===== config.mk =====
export PLATFORM = sky130hd
export DESIGN_NAME = interrupt_sequencer_flat
export DESIGN_NICKNAME = d
export VERILOG_FILES = /design/src/rtl/interrupt_sequencer_if.sv /design/src/rtl/interrupt_sequencer.sv /design/src/flat_wrapper.sv
export SDC_FILE = /design/constraint.sdc
export NUM_CORES = 1
export LEC_CHECK = 0
export CORE_MARGIN = 2
export CORE_UTILIZATION = 25
export DETAILED_ROUTE_END_ITERATION = 8
export GPL_ROUTABILITY_DRIVEN = 1
export PLACE_DENSITY_LB_ADDON = 0.2
export REMOVE_ABC_BUFFERS = 1
export SLEW_MARGIN = 10
export SYNTH_ARGS = -nofsm -noshare
export SYNTH_HDL_FRONTEND = slang
export SYNTH_SLANG_ARGS = --single-unit
export TNS_END_PERCENT = 50

===== constraint.sdc =====
create_clock -name clk -period 1.6 [get_ports clk]
set_input_delay 0.4 -clock clk [delete_from_list [all_inputs] [get_ports clk]]
set_output_delay 0.4 -clock clk [all_outputs]
set_load 0.02 [all_outputs]

===== src/rtl/interrupt_sequencer_if.sv =====
// Bundles the CPU-side signals of interrupt_sequencer.
//   master : CPU/decoder side (drives strobes, IRQ lines, mask writes, acknowledge)
//   slave  : interrupt_sequencer side (drives request, vector and status flags)
// Signals:
//   eix, dix, retix, haltx : one-cycle execute strobes (enable, disable, return, halt)
//   irq[3:0]               : interrupt request lines, bit 0 highest priority
//   mask_wr, mask_data     : mask register write strobe and data (1 = enabled)
//   int_ack                : CPU acknowledge at an instruction boundary
//   int_req, int_vector    : request to CPU and requested/in-service source index
//   ie, halted, in_service : global enable, halted flag, handler-active flag
//   mask                   : current mask register
interface interrupt_sequencer_if;
  logic       eix;
  logic       dix;
  logic       retix;
  logic       haltx;
  logic [3:0] irq;
  logic       mask_wr;
  logic [3:0] mask_data;
  logic       int_ack;
  logic       int_req;
  logic [1:0] int_vector;
  logic       ie;
  logic       halted;
  logic       in_service;
  logic [3:0] mask;

  modport master (
    output eix, dix, retix, haltx, irq, mask_wr, mask_data, int_ack,
    input  int_req, int_vector, ie, halted, in_service, mask
  );

  modport slave (
    input  eix, dix, retix, haltx, irq, mask_wr, mask_data, int_ack,
    output int_req, int_vector, ie, halted, in_service, mask
  );
endinterface


===== src/rtl/interrupt_sequencer.sv =====
// Interrupt sequencer: arbitrates four masked interrupt sources, raises a
// request to the CPU, tracks the in-service handler and the halted state.
// Ports:
//   clk   : system clock, all state changes on the rising edge
//   reset : synchronous active-high reset
//   bus   : interrupt_sequencer_if.slave (strobes, IRQ, mask, ack in; status out)
// Configuration macro INTSEQ_EDGE_LATCH_EN:
//   defined   : IRQ rising edges latch into a pending register, cleared on ack
//   undefined : pending follows IRQ directly (level-sensitive)
module interrupt_sequencer (
  input  logic                  clk,
  input  logic                  reset,
  interrupt_sequencer_if.slave  bus
);

  typedef enum logic [1:0] {StRun, StReq, StService, StHalt} state_e;

  state_e     state_q, state_d;
  logic       ie_q, ie_d;
  logic [1:0] vector_q, vector_d;
  logic [3:0] mask_q, mask_d;
  logic [3:0] pending;
  logic [3:0] eligible;
  logic [1:0] low_idx;

`ifdef INTSEQ_EDGE_LATCH_EN
  logic [3:0] pending_q, pending_d;
  logic [3:0] irq_prev_q;
  logic [3:0] rise;

  assign rise    = bus.irq & ~irq_prev_q;
  assign pending = pending_q;

  always_comb begin
    pending_d = pending_q | rise;
    // Ack clears the acknowledged source, but a fresh edge in the same cycle wins.
    if (state_q == StReq && bus.int_ack) begin
      pending_d[vector_q] = rise[vector_q];
    end
  end

  always_ff @(posedge clk) begin
    if (reset) begin
      pending_q  <= 4'b0000;
      irq_prev_q <= 4'b0000;
    end else begin
      pending_q  <= pending_d;
      irq_prev_q <= bus.irq;
    end
  end
`else
  assign pending = bus.irq;
`endif

  assign eligible = pending & mask_q;

  // Lowest set index wins (bit 0 highest priority).
  always_comb begin
    low_idx = 2'd0;
    for (int i = 3; i >= 0; i--) begin
      if (eligible[i]) low_idx = 2'(i);
    end
  end

  always_comb begin
    state_d  = state_q;
    vector_d = vector_q;
    mask_d   = bus.mask_wr ? bus.mask_data : mask_q;
    // DIX dominates EIX.
    if (bus.dix) begin
      ie_d = 1'b0;
    end else if (bus.eix) begin
      ie_d = 1'b1;
    end else begin
      ie_d = ie_q;
    end

    unique case (state_q)
      StRun: begin
        if (bus.haltx) begin
          state_d = StHalt;
        end else if (ie_q && (eligible != 4'b0000)) begin
          state_d  = StReq;
          vector_d = low_idx;
        end
      end
      StReq: begin
        if (bus.int_ack) begin
          state_d = StService;
          ie_d    = 1'b0;
        end else if (bus.dix) begin
          state_d = StRun;
        end
      end
      StService: begin
        if (bus.retix) begin
          state_d = StRun;
          ie_d    = 1'b1;
        end
      end
      StHalt: begin
        if (ie_q && (eligible != 4'b0000)) begin
          state_d  = StReq;
          vector_d = low_idx;
        end
      end
      default: state_d = StRun;
    endcase
  end

  always_ff @(posedge clk) begin
    if (reset) begin
      state_q  <= StRun;
      ie_q     <= 1'b0;
      vector_q <= 2'd0;
      mask_q   <= 4'b0000;
    end else begin
      state_q  <= state_d;
      ie_q     <= ie_d;
      vector_q <= vector_d;
      mask_q   <= mask_d;
    end
  end

  assign bus.int_req    = (state_q == StReq);
  assign bus.in_service = (state_q == StService);
  assign bus.halted     = (state_q == StHalt);
  assign bus.int_vector = vector_q;
  assign bus.ie         = ie_q;
  assign bus.mask       = mask_q;

endmodule

===== src/flat_wrapper.sv =====
// flat-port wrapper written by rule: the top's interface ports become plain ports
module interrupt_sequencer_flat 
  (clk, reset, bus_eix, bus_dix, bus_retix, bus_haltx, bus_irq, bus_mask_wr, bus_mask_data, bus_int_ack, bus_int_req, bus_int_vector, bus_ie, bus_halted, bus_in_service, bus_mask);
  interrupt_sequencer_if bus_i ();
  input  logic clk;
  input  logic reset;
  input wire logic [$bits(bus_i.eix)-1:0] bus_eix;
  input wire logic [$bits(bus_i.dix)-1:0] bus_dix;
  input wire logic [$bits(bus_i.retix)-1:0] bus_retix;
  input wire logic [$bits(bus_i.haltx)-1:0] bus_haltx;
  input wire logic [$bits(bus_i.irq)-1:0] bus_irq;
  input wire logic [$bits(bus_i.mask_wr)-1:0] bus_mask_wr;
  input wire logic [$bits(bus_i.mask_data)-1:0] bus_mask_data;
  input wire logic [$bits(bus_i.int_ack)-1:0] bus_int_ack;
  output wire logic [$bits(bus_i.int_req)-1:0] bus_int_req;
  output wire logic [$bits(bus_i.int_vector)-1:0] bus_int_vector;
  output wire logic [$bits(bus_i.ie)-1:0] bus_ie;
  output wire logic [$bits(bus_i.halted)-1:0] bus_halted;
  output wire logic [$bits(bus_i.in_service)-1:0] bus_in_service;
  output wire logic [$bits(bus_i.mask)-1:0] bus_mask;
  assign bus_i.eix = bus_eix;
  assign bus_i.dix = bus_dix;
  assign bus_i.retix = bus_retix;
  assign bus_i.haltx = bus_haltx;
  assign bus_i.irq = bus_irq;
  assign bus_i.mask_wr = bus_mask_wr;
  assign bus_i.mask_data = bus_mask_data;
  assign bus_i.int_ack = bus_int_ack;
  assign bus_int_req = bus_i.int_req;
  assign bus_int_vector = bus_i.int_vector;
  assign bus_ie = bus_i.ie;
  assign bus_halted = bus_i.halted;
  assign bus_in_service = bus_i.in_service;
  assign bus_mask = bus_i.mask;
  interrupt_sequencer u_core (.clk(clk), .reset(reset), .bus(bus_i));
endmodule

# --- Word-level counts from Yosys, hierarchy flattened ---
# Index checks and enable logic that the tools add are counted.
word_totals:
  ff_bits: 9
  in_bits: 16
  out_inout_bits: 10
  word_cells: 35
classes:
  eq_ne: 6
  muxes: 18
  n_bitwise: 1
  reduce_logical: 6
op_table:
  columns: ["op", "n"]
  rows:
  - ["$mux W2", 11]
  - ["$pmux W2 S4", 1]
  - ["$and A4 B4 Y4", 1]
  - ["$eq A2 B2 Y1 const B", 2]
  - ["$mux W1", 4]
  - ["$ne A2 B2 Y1 const B", 2]
  - ["$pmux W2 S2", 1]
  - ["$reduce_and A2 Y1", 2]
  - ["$reduce_bool A4 Y1", 1]
  - ["$ne A3 B3 Y1 const B", 1]
  - ["$eq A2 B1 Y1 const B", 1]
  - ["$logic_not A2 Y1", 1]
  - ["$pmux W1 S2", 1]
  - ["$reduce_bool A2 Y1", 1]
  - ["$logic_and A1 B1 Y1", 1]

# --- Longest topological paths before layout ---
# Gate-level depths: netlist of run 1.
depth:
  ltp_word: 8
  depth_mapped: 6
  depth_no_buf: 6

# --- Worst setup path before layout of run 1 ---
# No wires, ideal clock.
synth_timing:
  path_type: "reg-to-reg"
  startpoint: "register u_core.state_q[1]"
  endpoint: "register u_core.state_q[1]"
  setup_ps: 133
  t_arrival_ps: 1262
  required_ps: 1467
  setup_slack_ps: 205
  stages_incl_launch_ff: 7
  path_buffers: 0
  period_less_slack_ps: 1395
  cell_sequence: "dfxtp_1 -> inv_1 -> ha_1 -> nand2b_1 -> a2bb2oi_2 -> mux2i_1 -> a21oi_1"
synth_via:
  elab_chain_len: 3
  elab_cells_between_ends: 10
  classes_between: "5 x eq/ne; 3 x mux; 2 x reduce/logical"
synth_lines:
  columns: ["element", "line", "rtl"]
  rows:
  - ["start: declaration", "interrupt_sequencer.sv:18", "state_e state_q, state_d;"]
  - ["start signal: assignment", "interrupt_sequencer.sv:113", "state_q <= StRun;"]
  - ["start signal: assignment", "interrupt_sequencer.sv:118", "state_q <= state_d;"]
  - ["$eq A2 B1 Y1 *", null, null]
  - ["via bus_int_req", "flat_wrapper.sv:15", "output wire logic [$bits(bus_i.int_req)-1:0] bus_int_req;"]
  - ["$ne A3 B3 Y1 (no line)", null, null]
  - ["$reduce_and A2 Y1 (no line)", null, null]
# Mark *: on every way through the listed nets, which the timed path passes. The rest lies on a longest branch.
# A chain may end at the register's enable or synchronous reset.

# --- Worst setup path after layout of run 1 ---
layout_timing:
  startpoint: "register u_core.state_q[0]"
  endpoint: "output port bus_in_service"
layout_via:
  elab_chain_len: 1
layout_lines:
  columns: ["element", "line", "rtl"]
  rows:
  - ["$eq A2 B2 Y1", "interrupt_sequencer.sv:126", "assign bus.in_service = (state_q == StService);"]
  - ["end: declaration", "flat_wrapper.sv:19", "output wire logic [$bits(bus_i.in_service)-1:0] bus_in_service;"]
# No other way between the ends.

==> run_summary.xml, run 1 <==
<?xml version="1.0" encoding="UTF-8"?>
<metrics>
  <group name="status">
    <metric name="outcome" unit="">completed</metric>
  </group>
  <group name="hold_path">
    <metric name="min_path_type" unit="">reg -&gt; reg</metric>
    <metric name="hold_depth" unit="">1</metric>
    <metric name="worstHoldEndpoint" unit="">u_core.state_q[0]$_SDFFE_PP0P_</metric>
    <metric name="hold_path_startpoint" unit="">u_core.state_q[0]$_SDFFE_PP0P_</metric>
  </group>
  <group name="drt">
    <metric name="ratio_of_routed_vias_to_standard_cells" unit="">4.37</metric>
    <metric name="vias" unit="">551</metric>
    <metric name="drtAntennaViolNets" unit="">0</metric>
    <metric name="wire_per_inst" unit="um">10.5</metric>
    <metric name="wl" unit="um">1330</metric>
    <metric name="drt-pass1-iter-count" unit="">4</metric>
    <metric name="drc" unit="">0</metric>
    <metric name="dr.first_iter.drc_count" unit="">6</metric>
  </group>
  <group name="global_routing">
    <metric name="grt_max_degree" unit="">9</metric>
    <metric name="gr-usage-all-layers" unit="%">11.7</metric>
    <metric name="grt_pass1_wl" unit="um">2260</metric>
    <metric name="grt_antenna_before_repair" unit="">0</metric>
    <metric name="first_global_vias" unit="">527</metric>
    <metric name="grt_overflow_total" unit="">0</metric>
  </group>
  <group name="synthesis">
    <metric name="post_synth_instance_area" unit="sq um">546</metric>
    <metric name="postSynthCellCount" unit="">60</metric>
    <metric name="yosysWarnings" unit="">0</metric>
    <metric name="post_synth.cell_area_avg" unit="sq um">9.09</metric>
    <metric name="count_of_cell_types_in_the_netlist" unit="">24</metric>
    <metric name="synth.ff_latch_count" unit="">9</metric>
    <metric name="part_of_the_yosys_area_used_for_sequential_elements" unit="%">33.0</metric>
  </group>
  <group name="layout">
    <metric name="num-nets-final" unit="">120</metric>
    <metric name="fraction_of_final_layout_cells_with_drive_strength_greater_than_1" unit="%">24.2</metric>
    <metric name="layout.core_utilization" unit="%">46.8</metric>
    <metric name="insertedDiodeCount" unit="">0</metric>
    <metric name="synthToLayoutAreaGrowth" unit="%">71.8</metric>
  </group>
  <group name="sta">
    <metric name="unrepaired_setup_endpoints_after_global_routing" unit="">yes</metric>
    <metric name="maxSlewHeadroom" unit="%">84.0</metric>
    <metric name="min_period" unit="ps">1550</metric>
    <metric name="final_min_period_over_clock_period" unit="%">96.7</metric>
    <metric name="timing.final.max_slew_violations" unit="">0</metric>
    <metric name="max_freq" unit="MHz">646</metric>
    <metric name="measured_slew_at_the_worst_slew_check_pin" unit="ps">239</metric>
    <metric name="hold_viol_final" unit="">0</metric>
    <metric name="setup_viol_count_final" unit="">0</metric>
    <metric name="setup_total_negative_slack" unit="ps">0</metric>
    <metric name="clock_skew" unit="ps">0.763</metric>
  </group>
  <group name="worst_setup_path">
    <metric name="timing.critical_path.to_type" unit="">output port</metric>
    <metric name="critical_path.reg2reg.endpoint" unit="">u_core.bus.int_vector[0]$_SDFFE_PP0P_</metric>
    <metric name="timing.setup.critical_path_class" unit="">reg -&gt; out</metric>
    <metric name="worstSetupStartpointType" unit="">flip-flop</metric>
    <metric name="path_max_fanout" unit="">5</metric>
    <metric name="ff2ff_path_depth" unit="">7</metric>
    <metric name="r2r_setup_slack" unit="ps">120</metric>
    <metric name="critical_path_arrival" unit="ps">1150</metric>
    <metric name="critical_path_required" unit="ps">1200</metric>
    <metric name="worst_r2r_startpoint" unit="">u_core.state_q[0]$_SDFFE_PP0P_</metric>
  </group>
  <group name="clock_tree">
    <metric name="clkLatencyLatePin" unit="ps">260</metric>
    <metric name="tritoncts" unit="">yes</metric>
    <metric name="clock_path_buffers" unit="">2</metric>
    <metric name="htree_num_levels" unit="">1</metric>
    <metric name="clkSlewWorstSetupHoldPaths" unit="ps">60</metric>
    <metric name="cts.sink_count" unit="">9</metric>
    <metric name="clockRootBuffer" unit="">clkbuf_4</metric>
    <metric name="cts_inserted_buffers" unit="">3</metric>
  </group>
  <group name="power_and_ir_drop">
    <metric name="net_switching_power" unit="W">0.000390</metric>
    <metric name="power_report.internal_total" unit="W">0.000691</metric>
    <metric name="p_leak" unit="nW">0.479</metric>
    <metric name="cellPowerDensity" unit="mW/mm^2">1150</metric>
    <metric name="share_comb_of_total_power" unit="%">54.8</metric>
    <metric name="pwr-share-clk" unit="%">16.3</metric>
    <metric name="power.sequential.fraction" unit="%">28.9</metric>
    <metric name="power_switching_share" unit="%">36.1</metric>
    <metric name="vdd.ir_drop.worst" unit="V">0.000598</metric>
  </group>
  <group name="placed_design">
    <metric name="io_buffer_count" unit="">25</metric>
    <metric name="gp_congestion" unit="">0.733</metric>
    <metric name="place_hpwl" unit="um">1130</metric>
  </group>
  <group name="floorplanning">
    <metric name="std_cell_rows" unit="">16</metric>
    <metric name="die-area" unit="sq mm">0.00257</metric>
    <metric name="fp.coreArea" unit="sq mm">0.00200</metric>
    <metric name="floorplan.die.height" unit="um">50.7</metric>
    <metric name="ioPinCount" unit="">26</metric>
    <metric name="initial_core_util" unit="%">27.2</metric>
    <metric name="die-width" unit="um">50.7</metric>
  </group>
  <group name="job">
    <metric name="max_cap_viol_count" unit="">0</metric>
  </group>
</metrics>
==> cell type report <==
type,count,area (sq um)
Timing Repair Buffer,37,334
Inverter,3,11.3
Sequential cell,9,185
Tap cell,27,33.8
Fill cell,209,1060
Clock buffer,4,26.3
Multi-Input combinational cell,46,347
==> flip-flops by register name, summed over array words and instances (netlist names) <==
register / flops
u_core.bus.ie: 1
u_core.bus.int_vector: 2
u_core.bus.mask: 4
u_core.state_q: 2
==> worst max path at each step <==
stage                                          startpoint                                     to  slack [ps]  cells past startpoint
floorplan                  u_core.state_q[0]$_SDFFE_PP0P_  u_core.bus.int_vector[0]$_SDFFE_PP0P_         210                      6
global route               u_core.state_q[0]$_SDFFE_PP0P_                         bus_in_service         -20                      3
finish                     u_core.state_q[0]$_SDFFE_PP0P_                         bus_in_service          50                      3
CTS                 u_core.bus.int_vector[0]$_SDFFE_PP0P_                      bus_int_vector[0]         0.7                      1
global placement                               bus_irq[2]         u_core.state_q[0]$_SDFFE_PP0P_         -40                      5
detailed placement                             bus_irq[2]  u_core.bus.int_vector[0]$_SDFFE_PP0P_         -50                      4
==> critical path: stages, from the launching register on <==
cell	delay (ps)
dfxtp_4	370
inv_1	50
ha_1	210
clkdlybuf4s15_2	260
==> layer usage <==
layer	share of wire [%]	vias to the layer above	track usage, %	wire [um]
li1	-	289	-	-
met2	51	10	19.5	682
met4	0	0	1.35	0
met3	5.3	0	5.65	70
met1	43	252	14.0	576
met5	0	-	0	0
==> cell usage in the layout, fill, tap and decap left out, drive strengths merged, types with 3 or more instances in the layout <==
master	netlist	final
inv	3	3
buf	0	12
dlygate4sd2	0	6
clkdlybuf4s50	0	15
dfxtp	9	9
nor2	7	7
clkbuf	2	5
nand2b	4	4
nand2	6	6
ha	4	4
a21oi	6	6
mux2i	5	5
==> cells by family after synthesis <==
group                    after synthesis  share of synthesized area (%)
buffers and inverters                  5                           3.44
flip-flops                             9                           33.0
multiplexers                           5                           9.17
adder cells (fa/ha/maj)                4                           9.17
AND/OR/NAND/NOR                       19                           17.4
AO/OA/AOI/OAI                         18                           27.8
==> through the flow <==
step | cells | power, W | setup slack (ps) | area, sq um | hold slack, ps
3_5_place_dp | 122 | 0.000936 | -46.9 | 912 | 549
3_3_place_gp | 122 | 0.000933 | -45.0 | 912 | 540
4_1_cts | 126 | 0.00110 | 0.667 | 933 | 556
2_1_floorplan | 58 | 0.000639 | 206 | 538 | 465
5_1_grt | 126 | 0.00119 | -22.2 | 937 | 576
6_report | 126 | 0.00108 | 52.0 | 937 | 550
==> timing repair <==
action                     CTS  global route
pin swaps                    0             0
setup endpoints to repair    8             5
buffers inserted             0             0
hold buffers                 0             0
gates resized for setup     12             5
==> cells in the mapped netlist, drive strengths merged <==
library cell	count	area (sq um)
o21ai	2	10.0
a41o	1	10.0
a31oi	1	6.26
clkbuf	2	7.51
nand2	6	22.5
o211a	1	10.0
mux2i	5	50.1
ha	4	50.1
nand2b	4	32.5
a22o	2	17.5
nor2	7	26.3
inv	3	11.3
o21bai	1	7.51
a2bb2oi	1	15.0
nand3b	1	7.51
a21boi	1	18.8
a32o	1	10.0
a211oi	1	12.5
a21oi	6	33.8
dfxtp	9	180
or2	1	6.26
==> power by group through the flow <==
stage	clock [W]	combinational, W	sequential [W]
final	0.000176	0.000592	0.000313
after global routing	0.000202	0.000672	0.000319
after CTS	0.000183	0.000605	0.000308
after detailed placement	0	0.000628	0.000308
after global placement	0	0.000624	0.000309
after floorplan	0	0.000321	0.000318
Power figures use the tool's default switching activity.
==> inputs of run 2 (changes only) <==
Settings changed: PLACE_DENSITY_LB_ADDON 0.2 to 0.25.
==> run_summary.xml, run 2 (synthesized netlist as in run 1, its figures left out) <==
<?xml version="1.0" encoding="UTF-8"?>
<metrics>
  <group name="worst_setup_path">
    <metric name="critical_path_required" unit="ps">1200</metric>
    <metric name="critPathTopFamily" unit="">flip-flops</metric>
    <metric name="setup.worst_path.start" unit="">u_core.state_q[0]$_SDFFE_PP0P_</metric>
    <metric name="crit_path_end" unit="">bus_halted</metric>
    <metric name="timing.setup.critical_path_class" unit="">reg -&gt; out</metric>
    <metric name="worst_r2r_startpoint" unit="">u_core.state_q[1]$_SDFFE_PP0P_</metric>
    <metric name="worstSetupStartpointType" unit="">flip-flop</metric>
    <metric name="path_max_fanout" unit="">5</metric>
    <metric name="crit_chain" unit="">ha_1 &gt; dlygate4sd2_1</metric>
    <metric name="cp_slowest_stage_delay" unit="ps">360</metric>
    <metric name="timing.critical_path.to_type" unit="">output port</metric>
    <metric name="critical_path_arrival" unit="ps">1150</metric>
    <metric name="master_of_the_slowest_instance_on_the_critical_path" unit="">dfxtp_4</metric>
    <metric name="ff2ff_path_depth" unit="">7</metric>
    <metric name="critical_path_buf_inv_count" unit="">1</metric>
    <metric name="r2r_setup_slack" unit="ps">120</metric>
    <metric name="path_depth" unit="">2</metric>
    <metric name="critical_path.reg2reg.endpoint" unit="">u_core.bus.int_vector[0]$_SDFFE_PP0P_</metric>
  </group>
  <group name="sta">
    <metric name="clock_skew" unit="ps">7.01</metric>
    <metric name="timing.final.max_slew_violations" unit="">0</metric>
    <metric name="min_period" unit="ps">1550</metric>
    <metric name="setup_slack" unit="ps">53.5</metric>
    <metric name="final_min_period_over_clock_period" unit="%">96.7</metric>
    <metric name="max_freq" unit="MHz">647</metric>
    <metric name="setup_viol_count_final" unit="">0</metric>
    <metric name="hold_viol_final" unit="">0</metric>
    <metric name="unrepaired_setup_endpoints_after_global_routing" unit="">no</metric>
    <metric name="measured_slew_at_the_worst_slew_check_pin" unit="ps">246</metric>
    <metric name="maxSlewHeadroom" unit="%">83.5</metric>
  </group>
  <group name="layout">
    <metric name="finish.cell_count_without_fillers" unit="">123</metric>
    <metric name="insertedDiodeCount" unit="">0</metric>
    <metric name="synthToLayoutAreaGrowth" unit="%">66.3</metric>
    <metric name="layout.cells.most_common" unit="">clkdlybuf4s50_1</metric>
    <metric name="layout.core_utilization" unit="%">45.3</metric>
    <metric name="total_non_filler_cell_area_in_the_finished_layout" unit="sq um">907</metric>
    <metric name="flip_flop_count_of_the_largest_register_all_copies_and_words_added" unit="">4</metric>
    <metric name="final_cell_mix" unit="">clkdlybuf4s50_1, buf_4, nor2_1, dlygate4sd2_1, dfxtp_1</metric>
    <metric name="num-nets-final" unit="">117</metric>
    <metric name="fraction_of_final_layout_cells_with_drive_strength_greater_than_1" unit="%">22.9</metric>
  </group>
  <group name="floorplanning">
    <metric name="fp.coreArea" unit="sq mm">0.00200</metric>
    <metric name="initial_core_util" unit="%">27.2</metric>
    <metric name="floorplan.die.height" unit="um">50.7</metric>
    <metric name="die-width" unit="um">50.7</metric>
    <metric name="std_cell_rows" unit="">16</metric>
    <metric name="die-area" unit="sq mm">0.00257</metric>
    <metric name="ioPinCount" unit="">26</metric>
  </group>
  <group name="job">
    <metric name="max_cap_viol_count" unit="">0</metric>
  </group>
  <group name="power_and_ir_drop">
    <metric name="p_leak" unit="nW">0.448</metric>
    <metric name="vdd.ir_drop.worst" unit="V">0.000498</metric>
    <metric name="fin_total_pwr" unit="W">0.00103</metric>
    <metric name="cellPowerDensity" unit="mW/mm^2">1130</metric>
  </group>
  <group name="placed_design">
    <metric name="detailedPlace.worstSlack" unit="ps">-46.7</metric>
    <metric name="placedInstanceArea" unit="sq um">890</metric>
    <metric name="placed_cells" unit="">119</metric>
    <metric name="gp_congestion" unit="">0.765</metric>
    <metric name="io_buffer_count" unit="">25</metric>
    <metric name="place_hpwl" unit="um">1160</metric>
  </group>
  <group name="status">
    <metric name="outcome" unit="">completed</metric>
  </group>
  <group name="clock_tree">
    <metric name="htree_num_levels" unit="">1</metric>
    <metric name="clockRootBuffer" unit="">clkbuf_4</metric>
    <metric name="cts.sink_count" unit="">9</metric>
    <metric name="cts_inserted_buffers" unit="">3</metric>
    <metric name="clkSlewWorstSetupHoldPaths" unit="ps">60</metric>
    <metric name="clkLatencyLatePin" unit="ps">260</metric>
    <metric name="ctsHoldBuffers" unit="">0</metric>
    <metric name="post-cts-setup-buffer-count" unit="">0</metric>
    <metric name="tritoncts" unit="">yes</metric>
    <metric name="clock_path_buffers" unit="">2</metric>
  </group>
  <group name="drt">
    <metric name="drt-pass1-iter-count" unit="">2</metric>
    <metric name="drc" unit="">0</metric>
    <metric name="wire_per_inst" unit="um">11.4</metric>
    <metric name="dr.first_iter.drc_count" unit="">2</metric>
    <metric name="wl" unit="um">1400</metric>
    <metric name="drtAntennaViolNets" unit="">0</metric>
    <metric name="ratio_of_routed_vias_to_standard_cells" unit="">4.54</metric>
    <metric name="vias" unit="">559</metric>
  </group>
  <group name="global_routing">
    <metric name="grt_pass1_wl" unit="um">2260</metric>
    <metric name="grt_antenna_before_repair" unit="">0</metric>
    <metric name="grt_overflow_total" unit="">0</metric>
    <metric name="first_global_vias" unit="">542</metric>
    <metric name="gr-usage-all-layers" unit="%">11.7</metric>
    <metric name="grt_max_degree" unit="">9</metric>
  </group>
  <group name="hold_path">
    <metric name="min_path_type" unit="">reg -&gt; reg</metric>
    <metric name="hold_path_startpoint" unit="">u_core.state_q[1]$_SDFFE_PP0P_</metric>
  </group>
</metrics>
[run 2: what timing repair did]
item	CTS	global route
endpoints found under the setup margin	11	5
cloned	0	0
resized for setup	15	5
[run 2: final cells by class]
| type | instances | area [sq um] |
|---|---|---|
| fillers | 200 | 1090 |
| multi-input cells | 46 | 349 |
| repair buffers | 34 | 302 |
| flip-flops and latches | 9 | 185 |
| well taps | 27 | 33.8 |
| clock buffers | 4 | 26.3 |
| inverters | 3 | 11.3 |
[run 2: power breakdown]
part / switching (W) / total [W] / leakage, nW / internal, W
sequential: 0.0000471 / 0.000320 / 0.0749 / 0.000273
combinational: 0.000264 / 0.000534 / 0.358 / 0.000270
clock: 0.0000779 / 0.000174 / 0.0150 / 0.0000960
[run 2: stage by stage]
stage / TNS (ps) / hold slack [ps]
after floorplan: 0 / 465
after global placement: -152 / 540
after detailed placement: -181 / 551
after CTS: 0 / 533
after global routing: 0 / 572
final: 0 / 534
[run 2: how the worst min path moves through the flow]
| stage | endpoint | slack [ps] | depth (start not counted) |
|---|---|---|---|
| after floorplan | u_core.bus.int_vector[1]$_SDFFE_PP0P_ | 460 | 1 |
| after global placement | u_core.bus.int_vector[1]$_SDFFE_PP0P_ | 540 | 2 |
| after detailed placement | u_core.bus.int_vector[1]$_SDFFE_PP0P_ | 550 | 2 |
| after CTS | u_core.state_q[1]$_SDFFE_PP0P_ | 530 | 2 |
| after global routing | u_core.state_q[0]$_SDFFE_PP0P_ | 570 | 1 |
| final | u_core.state_q[1]$_SDFFE_PP0P_ | 530 | 2 |
[run 2: routing by layer]
layer  global-route usage [%]  share of wire [%]  vias up
met5                        0                  0        -
met4                     4.05               0.57        0
met3                     4.76                4.3        2
met2                     20.6                 52        9
met1                     12.7                 43      263
li1                         -                  -      285
[run 2: worst min-delay path, stage by stage, from the launching register on]
cell      delay [ps]
dfxtp_2          350
nand3b_1          80
a21oi_1           60
